## config.mk

```make
export PLATFORM = sky130hd
export DESIGN_NAME = modem_ctrl
export DESIGN_NICKNAME = d
export VERILOG_FILES = /design/src/rtl/modem_ctrl.sv
export SDC_FILE = /design/constraint.sdc
export NUM_CORES = 1
export LEC_CHECK = 0
export ABC_AREA = 0
export CAP_MARGIN = 5
export CELL_PAD_IN_SITES_DETAIL_PLACEMENT = 1
export CELL_PAD_IN_SITES_GLOBAL_PLACEMENT = 2
export CORE_AREA = 2 2 86 88
export DETAILED_ROUTE_END_ITERATION = 16
export DIE_AREA = 0 0 88 90
export DONT_BUFFER_PORTS = 1
export PLACE_DENSITY_LB_ADDON = 0.1
export SLEW_MARGIN = 20
export SYNTH_ARGS = -nofsm -noshare
export SYNTH_HDL_FRONTEND = slang
export SYNTH_SLANG_ARGS = --single-unit
export TNS_END_PERCENT = 5
```

## constraint.sdc

```tcl
create_clock -name inClock -period 2.39 [get_ports inClock]
set_input_delay 0.5975 -clock inClock [delete_from_list [all_inputs] [get_ports inClock]]
set_output_delay 0.5975 -clock inClock [all_outputs]
set_load 0.05 [all_outputs]
```

## src/rtl/modem_ctrl.sv

```systemverilog
// modem_ctrl: half-duplex MSK link controller metering TX bits into the coder
// and moving CDR-recovered RX bits into outFIFO.
module modem_ctrl #(
    parameter int LEN_W = 8,
    parameter int FLUSH_CYCLES = 16,
    parameter int RX_TIMEOUT = 1024
) (
    input  logic             inClock,
    input  logic             inReset,
    input  logic             inTxRequest,
    input  logic [LEN_W-1:0] inTxLength,
    input  logic             inRxRequest,
    input  logic             inAbort,
    input  logic             inFifoEmpty,
    output logic             outFifoReadEnable,
    input  logic             inCoderReady,
    output logic             outCoderEmpty,
    output logic             outRxEnable,
    input  logic             inCdrFlag,
    input  logic             inCdrData,
    input  logic             inOutFifoFull,
    output logic             outOutFifoWriteEnable,
    output logic             outOutFifoData,
    output logic [LEN_W-1:0] outRxCount,
    output logic             outUnderrun,
    output logic             outOverflow,
    output logic             outTxDone,
    output logic             outRxDone,
    output logic [1:0]       outState
);
    localparam int FW = $clog2(FLUSH_CYCLES + 1);
    localparam int TW = $clog2(RX_TIMEOUT + 1);
    typedef enum logic [1:0] {IDLE, TX_RUN, TX_FLUSH, RX_RUN} state_t;
    state_t state;
    logic [LEN_W-1:0] remaining;
    logic [FW-1:0] flushCount;
    logic [TW-1:0] idleCount;
    logic txRun, rxEnd;
    assign txRun = state == TX_RUN;
    assign outFifoReadEnable = txRun & inCoderReady & ~inFifoEmpty & ~inAbort;
    assign outCoderEmpty = txRun ? inFifoEmpty : 1'b1;
    assign outState = state;
    // idleCount reaches RX_TIMEOUT-1 on this cycle's increment
    assign rxEnd = ~inRxRequest | (~inCdrFlag & (idleCount == TW'(RX_TIMEOUT - 2)));
    always_ff @(posedge inClock) begin
        if (inReset) begin
            state <= IDLE;
            remaining <= '0;
            flushCount <= '0;
            idleCount <= '0;
            outRxEnable <= 1'b0;
            outOutFifoWriteEnable <= 1'b0;
            outOutFifoData <= 1'b0;
            outRxCount <= '0;
            outUnderrun <= 1'b0;
            outOverflow <= 1'b0;
            outTxDone <= 1'b0;
            outRxDone <= 1'b0;
        end else begin
            outTxDone <= 1'b0;
            outRxDone <= 1'b0;
            outOutFifoWriteEnable <= 1'b0;
            if (inAbort) begin
                state <= IDLE;
                outRxEnable <= 1'b0;
            end else begin
                case (state)
                    IDLE: begin
                        if (inTxRequest) begin
                            if (inTxLength == '0) outTxDone <= 1'b1;
                            else begin
                                remaining <= inTxLength;
                                outUnderrun <= 1'b0;
                                state <= TX_RUN;
                            end
                        end else if (inRxRequest) begin
                            outRxCount <= '0;
                            outOverflow <= 1'b0;
                            outRxEnable <= 1'b1;
                            idleCount <= '0;
                            state <= RX_RUN;
                        end
                    end
                    TX_RUN: begin
                        if (inCoderReady & inFifoEmpty) outUnderrun <= 1'b1;
                        if (outFifoReadEnable) begin
                            remaining <= remaining - 1'b1;
                            if (remaining == LEN_W'(1)) begin
                                flushCount <= '0;
                                state <= TX_FLUSH;
                            end
                        end
                    end
                    TX_FLUSH: begin
                        flushCount <= flushCount + 1'b1;
                        if (flushCount == FW'(FLUSH_CYCLES - 1)) begin
                            state <= IDLE;
                            outTxDone <= 1'b1;
                        end
                    end
                    RX_RUN: begin
                        idleCount <= inCdrFlag ? '0 : idleCount + 1'b1;
                        if (inCdrFlag & ~inOutFifoFull) begin
                            outOutFifoWriteEnable <= 1'b1;
                            outOutFifoData <= inCdrData;
                            if (~&outRxCount) outRxCount <= outRxCount + 1'b1;
                        end
                        if (inCdrFlag & inOutFifoFull) outOverflow <= 1'b1;
                        if (rxEnd) begin
                            state <= IDLE;
                            outRxEnable <= 1'b0;
                            outRxDone <= 1'b1;
                        end
                    end
                endcase
            end
        end
    end
endmodule

```

Word level (Yosys, flattened, before mapping)

Index checks and enable logic that the tools add are counted.

Output and inout port bits: 19
Input bits: 18
Bits in registers: 41

Reduce and logical (&&, ||, !) cells: 17
Bitwise logic cells: 14
$add $sub $neg: 4
Muxes and demuxes: 43
Equality and inequality tests: 20

Operators by type and width:

| kind                                                                    | number |
|---|---|
| 8-bit 2-to-1 mux                                                        | 7 |
| 11-bit 2-to-1 mux                                                       | 3 |
| 8-bit case mux with 2 select lines                                      | 2 |
| 11-bit case mux with 2 select lines                                     | 1 |
| 2-bit != test, second input constant                                    | 10 |
| 1-bit 2-to-1 mux                                                        | 15 |
| 5-bit AND reduction                                                     | 3 |
| 2-bit 2-to-1 mux                                                        | 7 |
| 4-bit AND reduction                                                     | 3 |
| 6-bit AND reduction                                                     | 2 |
| 11-bit by 1-bit adder with 11-bit output, second input constant         | 1 |
| 11-bit by 10-bit equality test with 1-bit output, second input constant | 1 |
| 5-bit 2-to-1 mux                                                        | 2 |
| 5-bit case mux with 2 select lines                                      | 1 |
| 8-bit by 1-bit adder with 8-bit output, second input constant           | 1 |
| 8-bit by 1-bit equality test with 1-bit output, second input constant   | 1 |
| 8-bit logical NOT                                                       | 1 |
| 1-bit case mux with 2 select lines                                      | 4 |
| 2-bit case mux with 4 select lines                                      | 1 |
| 8-bit AND reduction                                                     | 1 |
| 8-bit by 1-bit subtractor with 8-bit output, second input constant      | 1 |
| 1-bit bitwise AND                                                       | 7 |
| 3-bit != test, second input constant                                    | 2 |
| 1-bit NOT                                                               | 6 |
| other kinds (11)                                                        | 15 |

Depth between registers and ports, before layout

Depth after elaboration: 6
Depth in mapped cells: 7
Gate-level depth less buffers: 7

Worst setup path after synthesis

No wires, ideal clock.

Path kind: reg2out
Start point: reg state[0], in the netlist outState[0]
End point: out outCoderEmpty
Required time: 1793 ps
Cell stages (with the launch flop): 5
Arrival time: 1558 ps
Slack: 234 ps
Path buffers: 2
Cells stage by stage: dfxtp_1 buf_6 nor2b_1 clkbuf_1 nand2_1

Word-level cells in the longest chain between the ends: 2

Ends and longest elaborated chain:

| what                                           | RTL line | RTL |
|---|---|---|
| from (decl)                                    | 34       | `state_t state;` |
| from (signal assigned)                         | 47       | `state <= IDLE;` |
| from (signal assigned)                         | 64       | `state <= IDLE;` |
| from (signal assigned)                         | 74       | `state <= TX_RUN;` |
| 2-bit by 1-bit equality test with 1-bit output | 39       | `assign txRun = state == TX_RUN;` |
| 1-bit 2-to-1 mux                               | 41       | `assign outCoderEmpty = txRun ? inFifoEmpty : 1'b1;` |
| to (decl)                                      | 17       | `output logic outCoderEmpty,` |

No other way between the ends.

Worst setup path after layout

Start point: reg state[0], in the netlist outState[0]
End point: out outFifoReadEnable

Word-level cells in the longest chain between the ends: 4

Ends and longest elaborated chain:

| what                                           | RTL line | RTL |
|---|---|---|
| 2-bit by 1-bit equality test with 1-bit output | 39       |  |
| 1-bit bitwise AND (3 in series)                | 40       | `assign outFifoReadEnable = txRun & inCoderReady & ~inFifoEmpty & ~inAbort;` |
| to (decl)                                      | 15       | `output logic outFifoReadEnable,` |

No other way between the ends.

==> flow_summary.json <==
{
  "synth_compound_area_share_pct": 25.8,
  "post-route-period-util_pct": 95.1,
  "drtIter0Drc": 72,
  "cts_hold_buf": 0,
  "area_growth_pct": 11.8,
  "rsz0062_at_grt": "no",
  "cts.htree.levels": 2,
  "nNetsFinal": 323,
  "tightest_slew_ns": 0.679,
  "groute.usage.overall_pct": 18.8,
  "synth_fp_nets": 311,
  "max_cap_viol_count": 0,
  "fp.dieH_microns": 90,
  "drive_above_1_share_pct": 12.8,
  "status": "complete, no violations",
  "crit_arrival_ns": 1.68,
  "cts_buffer_depth": 2,
  "clock_latency_ns": 0.29,
  "vdd_drop_max_v": 0.000212,
  "ant_nets": 0,
  "finalClockSkew_ns": 0.00638,
  "synth_top_family_by_area": "simple AND/OR/NAND/NOR gates",
  "die_area_sq_um": 7920,
  "cts_resized": 0,
  "hold_viol": 0,
  "cts_tree": "yes",
  "relSlewSlack_pct": 54.7,
  "yosys.area.top_type_share_pct": 34.5,
  "synthFlopType": "dfxtp_1",
  "dpl.hpwl_microns": 5310,
  "place_congestion": 0.742,
  "p_total_uw": 1420,
  "min_path_cells": 1,
  "vias": 2277,
  "r2r_start": "outState[1]",
  "criticalPathCategory": "flip-flop to output pin",
  "setup_violations": 0,
  "fmax_mhz": 440,
  "regArea_sq_um": 821,
  "min_period_ns": 2.27,
  "yosysSeqAreaShare_pct": 34.5,
  "post-cts-setup-buffers": 0,
  "synthXorXnorAreaFrac_pct": 2.21,
  "grt_pass1_wl_microns": 11800,
  "overflow": 0,
  "antenna_found_initial": 0,
  "syn_inst": 286,
  "viasPerCell": 5.74,
  "min_delay_worst_endpoint": "flushCount[1]",
  "r2r-end": "idleCount[8]",
  "clkTransAtPathRegs_ns": 0.08,
  "netlist_area_sq_um": 2380,
  "synthArstFlopShare_pct": 0,
  "start_util_pct": 33.9,
  "hold_path_startpoint": "inReset",
  "synth_top_area_cell": "dfxtp_1",
  "ios": 37,
  "numClockSinks": 41,
  "finalWirelength_microns": 7170,
  "synth_mux_area_share_pct": 0.420,
  "final_common_cell": "dfxtp_1",
  "n_antenna_cell": 0,
  "slew_violations": 0,
  "multi_input_area_sq_um": 1440,
  "ff2ff_setup_slack_ns": 0.39,
  "power.leakage_uw": 0.000886,
  "r2r_cells": 4,
  "ys_types": 60,
  "synthSimpleGateAreaFrac_pct": 28.3,
  "die_width_microns": 88,
  "start_kind": "flip-flop",
  "grt_max_degree": 30,
  "fill_cells": 846,
  "fin_tns_setup_ns": 0,
  "numPortBuffers": 0,
  "final_cell_mix": "dfxtp_1, a21oi_1, nor2_1",
  "cts_buffers": 5,
  "synthTopCellsByArea": "dfxtp_1, a21oi_1, ha_1",
  "critPathRequiredTime_ns": 1.79,
  "end_kind": "output pin",
  "rows": 31,
  "ys_warn_count": 0,
  "syn_area_per_cell_sq_um": 8.33,
  "crit_fanout": 15,
  "post-route-drc-count": 0,
  "synth_fa_ha_area_share_pct": 3.68,
  "hold_class": "input port to flip-flop",
  "core-area_sq_um": 7020,
  "grt_pass1_vias": 2310,
  "firstDrtPassIters": 4,
  "wl_per_cell_microns": 18.0,
  "power_density_nw_per_um2": 533,
  "root_buffer": "clkbuf_8",
  "synth_edf_count": 0,
  "ys_ff_latch": 41
}
[logic make-up (layout without fill, tap and decap cells)]
| kind of cell | after synthesis | after routing |
|---|---|---|
| xor gates and xnor gates | 6 | 6 |
| and+or+nand+nor | 121 | 121 |
| AOI/OAI and AO/OA | 84 | 84 |
| adders and majority gates | 7 | 7 |
| buffers and inverters | 26 | 38 |
| muxes | 1 | 1 |
| DFF | 41 | 41 |
[power by group]
part | internal [uW] | switching, uW
Sequential | 699 | 33.8
Combinational | 81.3 | 129
Clock | 230 | 246
Total | 1010 | 409
[worst max path at each step]
stage | start | to | slack, ns
floorplan | outState[0] | outCoderEmpty | 0.23
global placement | inTxLength[0] | remaining[0] | 0.38
detailed placement | inTxLength[0] | remaining[0] | 0.34
CTS | outState[0] | outFifoReadEnable | 0.11
global route | outState[0] | outFifoReadEnable | 0.03
finish | outState[0] | outFifoReadEnable | 0.12
[synth_stat cells (6+ instances only)]
master,n
a21oi_1,27
dfxtp_1,41
nand3_1,15
clkbuf_1,8
o311ai_0,6
inv_1,11
nor3_1,11
nand4_1,8
nand2_1,20
nor2_1,22
ha_1,7
o21ai_0,7
o31ai_1,9
[layout make-up]
| cell class | count | share of cell area [%] |
|---|---|---|
| inverter | 11 | 1.55 |
| clock buffer | 7 | 3.24 |
| timing repair buffer | 20 | 5.64 |
| multi-input combinational | 219 | 54.1 |
| sequential | 41 | 30.8 |
| tap | 99 | 4.65 |
[registers in the layout (all words and copies together), names as in the netlist]
signal                 flops
outOverflow                1
outRxEnable                1
outOutFifoData             1
outTxDone                  1
idleCount                 11
outRxCount                 8
outRxDone                  1
remaining                  8
outOutFifoWriteEnable      1
flushCount                 5
outState                   2
outUnderrun                1
[through the flow]
step	instances	utilization, %	setup WS [ns]	instance area, sq um	hold slack (ns)
floorplan	286	-	0.234	2380	0.447
global placement	390	36.7	0.384	2570	0.465
detailed placement	390	36.7	0.338	2570	0.472
CTS	397	37.9	0.111	2660	0.348
global route	397	37.9	0.0286	2660	0.344
finish	397	37.9	0.116	2660	0.360
[layer usage]
metal	share of wire, %	track usage, %	wire, microns	up-vias
met4	0.91	4.23	65	0
met3	3.5	3.95	248	6
li1	-	-	-	1119
met5	0	0	0	-
met2	49	31.1	3510	30
met1	47	24.7	3340	1122
[worst max-delay path: stages (launching register included)]
cell     delay [ns]
dfxtp_1        0.68
nor2b_1        0.33
and2_1         0.17
buf_4          0.20
Note: power is estimated with default switching activity, not from simulation.
